## config.mk

```make
export PLATFORM = sky130hd
export DESIGN_NAME = bus_arbiter_flat
export DESIGN_NICKNAME = d
export VERILOG_FILES = /design/src/rtl/bus_arbiter_if.sv /design/src/rtl/bus_arbiter.sv /design/src/flat_wrapper.sv
export SDC_FILE = /design/constraint.sdc
export NUM_CORES = 1
export LEC_CHECK = 0
export ABC_AREA = 1
export CORE_UTILIZATION = 30
export CTS_CLUSTER_DIAMETER = 200
export DETAILED_ROUTE_END_ITERATION = 10
export GPL_TIMING_DRIVEN = 0
export PLACE_DENSITY = 0.75
export SYNTH_ARGS = -nofsm -noshare
export SYNTH_HDL_FRONTEND = slang
export SYNTH_SLANG_ARGS = --single-unit
```

## constraint.sdc

```tcl
create_clock -name clk -period 3.79 [get_ports clk]
set_input_delay 0.5685 -clock clk [delete_from_list [all_inputs] [get_ports clk]]
set_output_delay 0.5685 -clock clk [all_outputs]
set_load 0.03 [all_outputs]
```

## src/rtl/bus_arbiter_if.sv

```systemverilog
// Bus arbiter interface: requests, destination handshake and transfer status.
// The arbiter connects through the slave modport. The requesters and destinations
// connect through the master modport.
interface bus_arbiter_if #(
    parameter int NUM_PROC = 4
);
    localparam int IW = $clog2(NUM_PROC);

    logic [NUM_PROC-1:0]           req;
    logic [NUM_PROC-1:0][IW-1:0]   req_dest;
    logic [NUM_PROC-1:0][47:0]     req_addr;
    logic [NUM_PROC-1:0]           dest_ready;
    logic [NUM_PROC-1:0]           grant;
    logic                          bus_busy;
    logic [IW-1:0]                 xfer_src;
    logic [IW-1:0]                 xfer_dest;
    logic [NUM_PROC-1:0]           deliver_valid;
    logic [47:0]                   deliver_addr;
    logic                          err_bad_dest;

    modport master (
        output req, req_dest, req_addr, dest_ready,
        input  grant, bus_busy, xfer_src, xfer_dest,
               deliver_valid, deliver_addr, err_bad_dest
    );

    modport slave (
        input  req, req_dest, req_addr, dest_ready,
        output grant, bus_busy, xfer_src, xfer_dest,
               deliver_valid, deliver_addr, err_bad_dest
    );
endinterface

```

## src/rtl/bus_arbiter.sv

```systemverilog
// Round-robin bus arbiter.
// The arbiter grants one requester at a time and keeps the bus for TRANSFER_TIME
// cycles. It then presents the latched address to the chosen destination until
// that destination signals ready. A destination index outside the valid range
// aborts the transfer with a one-cycle error pulse.
module bus_arbiter #(
    parameter int NUM_PROC      = 4,
    parameter int TRANSFER_TIME = 10
) (
    input  logic          clk,
    input  logic          rst_l,
    bus_arbiter_if.slave  bus
);
    localparam int IW  = $clog2(NUM_PROC);
    localparam int IWP = IW + 1;
    localparam int CW  = $clog2(TRANSFER_TIME + 1);

    localparam logic [CW-1:0]  CNT_LOAD = CW'(TRANSFER_TIME - 1);
    localparam logic [IWP-1:0] NP_EXT   = IWP'(NUM_PROC);

    typedef enum logic [1:0] {
        IDLE    = 2'd0,
        XFER    = 2'd1,
        DELIVER = 2'd2
    } state_t;

    state_t               state_q;
    state_t               state_d;
    logic [CW-1:0]        cnt_q;
    logic [IW-1:0]        rr_ptr_q;
    logic [IW-1:0]        src_q;
    logic [IW-1:0]        dest_q;
    logic [47:0]          addr_q;
    logic [NUM_PROC-1:0]  grant_q;
    logic                 err_q;

    logic [IW-1:0]        winner;
    logic                 found;
    logic                 req_any;
    logic                 dest_bad;
    logic                 dest_rdy;

    // Index offset from a base, wrapping at NUM_PROC. The base is always in range.
    function automatic logic [IW-1:0] idx_add(input logic [IW-1:0] base, input int off);
        int s;
        s = int'(base) + off;
        if (s >= NUM_PROC) s = s - NUM_PROC;
        return IW'(s);
    endfunction

    // Pointer that follows the winner, wrapping from the last requester to 0.
    function automatic logic [IW-1:0] wrap_inc(input logic [IW-1:0] idx);
        if (idx == IW'(NUM_PROC - 1)) return '0;
        return idx + IW'(1);
    endfunction

    // One-hot vector with bit idx set.
    function automatic logic [NUM_PROC-1:0] onehot(input logic [IW-1:0] idx);
        logic [NUM_PROC-1:0] v;
        v      = '0;
        v[idx] = 1'b1;
        return v;
    endfunction

    assign req_any  = |bus.req;
    assign dest_bad = ({1'b0, dest_q} >= NP_EXT);

    // Ready of the latched destination. It is forced low for an out-of-range index.
    always_comb begin
        dest_rdy = 1'b0;
        if (!dest_bad) dest_rdy = bus.dest_ready[dest_q];
    end

    // Pick the first active request at or above rr_ptr, wrapping around.
    always_comb begin
        found  = 1'b0;
        winner = '0;
        for (int i = 0; i < NUM_PROC; i++) begin
            if (!found && bus.req[idx_add(rr_ptr_q, i)]) begin
                found  = 1'b1;
                winner = idx_add(rr_ptr_q, i);
            end
        end
    end

    // State register.
    always_ff @(posedge clk or negedge rst_l) begin
        if (!rst_l) state_q <= IDLE;
        else        state_q <= state_d;
    end

    // Next-state logic. Requests are looked at only while the bus is idle.
    always_comb begin
        state_d = state_q;
        case (state_q)
            IDLE:    if (req_any) state_d = XFER;
            XFER:    if (cnt_q == '0) state_d = dest_bad ? IDLE : DELIVER;
            DELIVER: if (dest_rdy) state_d = IDLE;
            default: state_d = IDLE;
        endcase
    end

    // Control registers: grant and error pulses, countdown, round-robin pointer, latched route.
    always_ff @(posedge clk or negedge rst_l) begin
        if (!rst_l) begin
            cnt_q    <= '0;
            rr_ptr_q <= '0;
            src_q    <= '0;
            dest_q   <= '0;
            grant_q  <= '0;
            err_q    <= 1'b0;
        end else begin
            grant_q <= '0;
            err_q   <= 1'b0;
            case (state_q)
                IDLE: begin
                    if (req_any) begin
                        grant_q  <= onehot(winner);
                        src_q    <= winner;
                        dest_q   <= bus.req_dest[winner];
                        cnt_q    <= CNT_LOAD;
                        rr_ptr_q <= wrap_inc(winner);
                    end
                end
                XFER: begin
                    if (cnt_q != '0) cnt_q <= cnt_q - CW'(1);
                    else if (dest_bad) err_q <= 1'b1;
                end
                default: ;
            endcase
        end
    end

    // Address latch. It has no reset because deliver_addr is gated by the state.
    always_ff @(posedge clk) begin
        if (state_q == IDLE && req_any) addr_q <= bus.req_addr[winner];
    end

    // Output decode. Delivery strobe and address are visible only in DELIVER.
    always_comb begin
        bus.grant         = grant_q;
        bus.err_bad_dest  = err_q;
        bus.xfer_src      = src_q;
        bus.xfer_dest     = dest_q;
        bus.bus_busy      = (state_q != IDLE);
        bus.deliver_valid = '0;
        bus.deliver_addr  = '0;
        if (state_q == DELIVER) begin
            bus.deliver_valid = onehot(dest_q);
            bus.deliver_addr  = addr_q;
        end
    end
endmodule

```

## src/flat_wrapper.sv

```systemverilog
// flat-port wrapper written by rule: the top's interface ports become plain ports
module bus_arbiter_flat 
#(
    parameter int NUM_PROC      = 4,
    parameter int TRANSFER_TIME = 10
)
  (clk, rst_l, bus_req, bus_req_dest, bus_req_addr, bus_dest_ready, bus_grant, bus_bus_busy, bus_xfer_src, bus_xfer_dest, bus_deliver_valid, bus_deliver_addr, bus_err_bad_dest);
  bus_arbiter_if #(.NUM_PROC(NUM_PROC)) bus_i ();
  input  logic clk;
  input  logic rst_l;
  input wire logic [$bits(bus_i.req)-1:0] bus_req;
  input wire logic [$bits(bus_i.req_dest)-1:0] bus_req_dest;
  input wire logic [$bits(bus_i.req_addr)-1:0] bus_req_addr;
  input wire logic [$bits(bus_i.dest_ready)-1:0] bus_dest_ready;
  output wire logic [$bits(bus_i.grant)-1:0] bus_grant;
  output wire logic [$bits(bus_i.bus_busy)-1:0] bus_bus_busy;
  output wire logic [$bits(bus_i.xfer_src)-1:0] bus_xfer_src;
  output wire logic [$bits(bus_i.xfer_dest)-1:0] bus_xfer_dest;
  output wire logic [$bits(bus_i.deliver_valid)-1:0] bus_deliver_valid;
  output wire logic [$bits(bus_i.deliver_addr)-1:0] bus_deliver_addr;
  output wire logic [$bits(bus_i.err_bad_dest)-1:0] bus_err_bad_dest;
  assign bus_i.req = bus_req;
  assign bus_i.req_dest = bus_req_dest;
  assign bus_i.req_addr = bus_req_addr;
  assign bus_i.dest_ready = bus_dest_ready;
  assign bus_grant = bus_i.grant;
  assign bus_bus_busy = bus_i.bus_busy;
  assign bus_xfer_src = bus_i.xfer_src;
  assign bus_xfer_dest = bus_i.xfer_dest;
  assign bus_deliver_valid = bus_i.deliver_valid;
  assign bus_deliver_addr = bus_i.deliver_addr;
  assign bus_err_bad_dest = bus_i.err_bad_dest;
  bus_arbiter #(.NUM_PROC(NUM_PROC), .TRANSFER_TIME(TRANSFER_TIME)) u_core (.clk(clk), .rst_l(rst_l), .bus(bus_i));
endmodule
```

Word level (Yosys, flattened, before mapping)
Index checks and enable logic that the tools add are counted.
{"block": "classes", "bitwise_logic": 0, "n_addsub": 9, "muxes": 45, "shift": 0, "div": 0, "n_reduce_logical": 18, "multipliers": 0, "magnitude_cmp": 12, "eq_ne": 7}
{"op": "binary-select mux 48 bit (select 2 bit)", "count": 1}
{"op": "2-to-1 mux 48 bit", "count": 2}
{"op": "2-to-1 mux 2 bit", "count": 14}
{"op": "2-to-1 mux 4 bit", "count": 5}
{"op": "less-than comparator 2 x 3 -> 1 bit, second input constant", "count": 6}
{"op": "2-to-1 mux 1 bit", "count": 13}
{"op": "binary-select mux 1 bit (select 2 bit)", "count": 5}
{"op": ">= comparator 3 bit, second input constant", "count": 3}
{"op": "!= test 2 x 1 -> 1 bit, second input constant", "count": 4}
{"op": "one-hot mux 4 bit (2 select lines)", "count": 1}
{"op": "subtractor 2 x 1 -> 2 bit, second input constant", "count": 4}
{"op": "adder 2 x 2 -> 3 bit, second input constant", "count": 2}
{"op": "logical AND 1 bit", "count": 6}
{"op": "one-hot mux 2 bit (3 select lines)", "count": 1}
{"op": "AND reduction 3 bit", "count": 2}
{"op": "binary-select mux 2 bit (select 2 bit)", "count": 1}
{"op": "demux 1 bit (select 2 bit)", "count": 2}
{"op": "== test 2 bit, second input constant", "count": 2}
{"op": ">= comparator 2 x 1 -> 1 bit, second input constant", "count": 2}
{"op": "logical NOT 4 bit", "count": 1}
{"op": "nonzero test 2 bit", "count": 2}
{"op": "nonzero test 4 bit", "count": 1}
{"op": "OR reduction 4 bit", "count": 1}
{"op": "subtractor 4 x 1 -> 4 bit, second input constant", "count": 1}
{"op": "7 further kinds", "count": 9}
{"block": "word_totals", "ram_bits": 0, "latch_bits": 0, "word_cells": 98, "regBits": 64, "rom_bits": 0, "inputBits": 210, "memories": 0}

Longest topological paths before layout
{"block": "depth", "word_depth": 20, "depth_mapped": 18, "depth_no_buf": 16}

Worst setup path after synthesis
No wires, ideal clock.
{"block": "synth_path", "path_kind": "flip-flop to flip-flop", "start": "reg u_core.state_q[0]", "end": "reg u_core.cnt_q[0]", "path_slack_ns": -0.536, "setup_ns": 0.083, "arrival_ns": 4.244, "t_required_ns": 3.707, "path_buffers": 0, "stages_incl_launch_ff": 8, "cell_sequence": "dfrtp_1 nor2_1 inv_1 nor2_1 clkinv_1 nand2_1 o21ai_0 o21ai_0"}
{"block": "synth_between", "elab_chain_cells": 3}
{"element": "from (decl)", "line": "bus_arbiter.sv:27", "text": "state_t state_q;"}
{"element": "from (signal assigned)", "line": "bus_arbiter.sv:89", "text": "else state_q <= state_d;"}
{"element": "== test 2 x 1 -> 1 bit / logical NOT 2 bit (equally long branches)", "line": "bus_arbiter.sv:115", "text": "case (state_q)"}
{"element": "!= test 2 x 1 -> 1 bit (no line) / nonzero test 2 bit (equally long branches)"}
{"element": "AND reduction 3 bit (no line)"}
{"element": "to (signal assigned)", "line": "bus_arbiter.sv:126", "text": "if (cnt_q != '0) cnt_q <= cnt_q - CW'(1);"}
{"element": "to (decl)", "line": "bus_arbiter.sv:29", "text": "logic [CW-1:0] cnt_q;"}
Parallel ways exist; a longest one is shown, timed or not.
A chain may end at the register's enable or synchronous reset.

Final worst setup path
{"block": "layout_path", "start": "reg u_core.state_q[1]", "end": "out bus_deliver_addr[24]"}
{"block": "layout_between", "elab_chain_cells": 2}
{"element": "== test 2 bit", "line": "bus_arbiter.sv:148", "text": "if (state_q == DELIVER) begin"}
{"element": "2-to-1 mux 48 bit", "line": "bus_arbiter.sv:148"}
{"element": "to (decl)", "line": "flat_wrapper.sv:20", "text": "output wire logic [$bits(bus_i.deliver_addr)-1:0] bus_deliver_addr;"}
No other way between the ends.

==> metrics.txt <==
outcome complete, no violations; total length of routed wires 16.5 mm; gpl congestion 0.838; Initial Util 0.308; Clock Skew 0.00441 ns; r2r endpoint u_core.addr_q[21]$_DFFE_PP_; CTS tree done; Syn Nets 843; Compound-Gate Fraction of Synth Area 0.102; Crit. End Element primary output; synthesized flop and latch total 64; # DRC 0; commonest cells after routing, fill and taps aside clkdlybuf4s50_1, nand2_1, inv_1, nand3_1, nor2_1; Clk pin slew, worst setup/hold paths 0.05 ns; worst slack at placement 0.712 ns; die extent in y 124 microns; clock root cell clkbuf_16; largest net degree at the start of global routing 31; vias in the first global route 5091; Mapped Area 4490 sq um; post_cts resized 0; CTS Sinks 64; first-pass GRT wire length 26.3 mm; Post-CTS Setup Repair Bufs 0; die area 15400 sq um; multi-input logic area 1960 sq um; Max IR drop VDD 0.443 mV; Main synth FF type edfxtp_1; Setup crit start kind flop; Mapped Cells 630; data required time of the critical path 3.22 ns; WP data arrival 2.41 ns; DRT antenna net count 0; min-delay src u_core.bus.xfer_src[1]$_DFFE_PN0P_; Setup WS post-layout 0.810 ns; max_cap viols 0; main combinational cell family by area after synthesis simple AND/OR/NAND/NOR gates; Final setup violation count 0; Nets 1125; ANT cells 0; Register Area 1840 sq um; DR WL/cell 15.0 microns; Yosys warnings 0; Final Core Density 0.532; CORE AREA 14600 sq um; Slew HR 0.432; vias per cell 4.55; unrepaired setup endpoints after global routing no; Clock Latency Late Sink 0.34 ns; Detailed Routing Iterations Pass 1 4; IO buf count 270; P&R area growth vs syn 72.9%; fill count 1395; GR Overflow Total 0; clock buffer depth 2; largest fanout on the critical path 10; Worst Path Class, Setup flop to primary output; post-place instance area 7450 sq um; Tightest Pin Transition 0.849 ns; most common cell after layout, fill and taps aside clkdlybuf4s50_1; Hold EP u_core.bus.xfer_src[1]$_DFFE_PN0P_; Max Clk Rate 336 MHz; Fin Hold WS 0.501 ns; Slew Viols, Final 0; adder-cell share of the synthesized area 0.00837; R2R cell count 15; DR vias 5007; initial antenna violation count 0; Pleak 3.48 nW; XOR/XNOR Fraction of Synth Area 0; Final period util 0.786; simple-gate share of the synthesized area 0.325; CTS Hold Bufs 0; Post-Syn Area per Cell 7.12 sq um; worst r2r src u_core.rr_ptr_q[0]$_DFFE_PN0P_; worst reg2reg setup slack 1.22 ns; post-DP HPWL 12.8 mm; cell count of the worst hold path 2; gr usage total 0.221; sequential element share of the synthesized area 0.410; Final Hold Fails 0; Final min period 2.98 ns; EDFF count, synth 48; total CTS buffers 9; Async SR Flop Fraction 0.250; H-tree levels 3; DIE WIDTH 124 microns; Yosys cell types 34; worst min path class flop to flop; row count 44; DRT iter0 DRCs 210; mux contribution to synthesized area 0; layout cell share with drive strength beyond 1 0.0721; design area 7760 sq um; P per Cell Area 870 nW/um^2; io pins 272
Yosys cell counts (2+ instances only):
cell / n / area [sq um]
nand2_2: 7 / 43.8
nand2_1: 203 / 762
o21ai_0: 6 / 30.0
buf_2: 12 / 60.1
edfxtp_1: 48 / 1440
dfrtp_1: 16 / 400
o211ai_1: 48 / 360
nand2_4: 2 / 22.5
nand3_1: 60 / 300
nand3_2: 3 / 30.0
inv_1: 116 / 435
nor3_1: 6 / 30.0
clkbuf_1: 8 / 30.0
buf_8: 2 / 30.0
a21oi_1: 3 / 15.0
buf_4: 10 / 75.1
ha_1: 3 / 37.5
inv_2: 4 / 15.0
nor2_4: 2 / 22.5
buf_6: 3 / 33.8
nor2_1: 55 / 206
sequential cells by signal (all words and copies together) (netlist names):
| signal | count |
|---|---|
| u_core.state_q | 2 |
| u_core.cnt_q | 4 |
| u_core.rr_ptr_q | 2 |
| u_core.addr_q | 48 |
| u_core.bus.grant | 4 |
| u_core.bus.xfer_src | 2 |
| u_core.bus.xfer_dest | 2 |
per-stage QoR:
| step | power [mW] | setup TNS, ns | cells |
|---|---|---|---|
| floorplan | 4.47 | 0 | 630 |
| global placement | 5.85 | -10.50 | 1084 |
| detailed placement | 5.97 | 0 | 1085 |
| CTS | 6.85 | 0 | 1100 |
| global route | 7.37 | 0 | 1100 |
| finish | 6.75 | 0 | 1100 |
critical path, stage by stage, from the launching register on:
cell	delay, ns
dfrtp_1	0.38
inv_1	0.07
nor2_1	0.05
inv_2	0.15
clkbuf_1	0.58
nor2_1	0.19
clkdlybuf4s50_1	0.66
layer usage:
| layer | track usage | up-vias | wire [microns] |
|---|---|---|---|
| met1 | 0.253 | 2221 | 6750 |
| met5 | 0 | - | 0 |
| met3 | 0.0601 | 27 | 1240 |
| li1 | - | 2555 | - |
| met2 | 0.387 | 204 | 8080 |
| met4 | 0.0907 | 0 | 430 |
kinds of logic after synthesis:
logic type,count (synthesis)
other cells,1
flops,64
buf+inv,157
simple gates,342
compound gates,63
fa+ha+maj,3
worst max path at each step:
stage                                       start                          end  slack, ns  depth (start not counted)
finish              u_core.state_q[1]$_DFFE_PN0P_         bus_deliver_addr[24]       0.81                          6
global route        u_core.state_q[1]$_DFFE_PN0P_         bus_deliver_addr[24]       0.68                          6
CTS                 u_core.state_q[1]$_DFFE_PN0P_         bus_deliver_addr[24]       0.76                          6
detailed placement                     bus_req[1]  u_core.addr_q[20]$_DFFE_PP_       0.71                         13
global placement                       bus_req[1]  u_core.cnt_q[0]$_DFFE_PN0P_      -1.12                          7
floorplan           u_core.state_q[0]$_DFFE_PN0P_  u_core.cnt_q[0]$_DFFE_PN0P_       0.63                          7
layout make-up:
| cell class | instances | share of cell area |
|---|---|---|
| repair buffers | 271 | 0.351 |
| multi-input cells | 409 | 0.253 |
| flip-flops and latches | 64 | 0.237 |
| inverters | 122 | 0.0593 |
| clock buffers | 14 | 0.0395 |
| well taps | 184 | 0.0297 |
| plain buffers | 35 | 0.0295 |
| clock inverters | 1 | 0.000645 |
report_power, final:
group	leakage (nW)	internal [mW]	switching, mW
logic	2.67	1.57	2.78
registers	0.652	1.41	0.113
clock network	0.155	0.554	0.312
total	3.48	3.54	3.21
(Power assumes the default switching activity.)
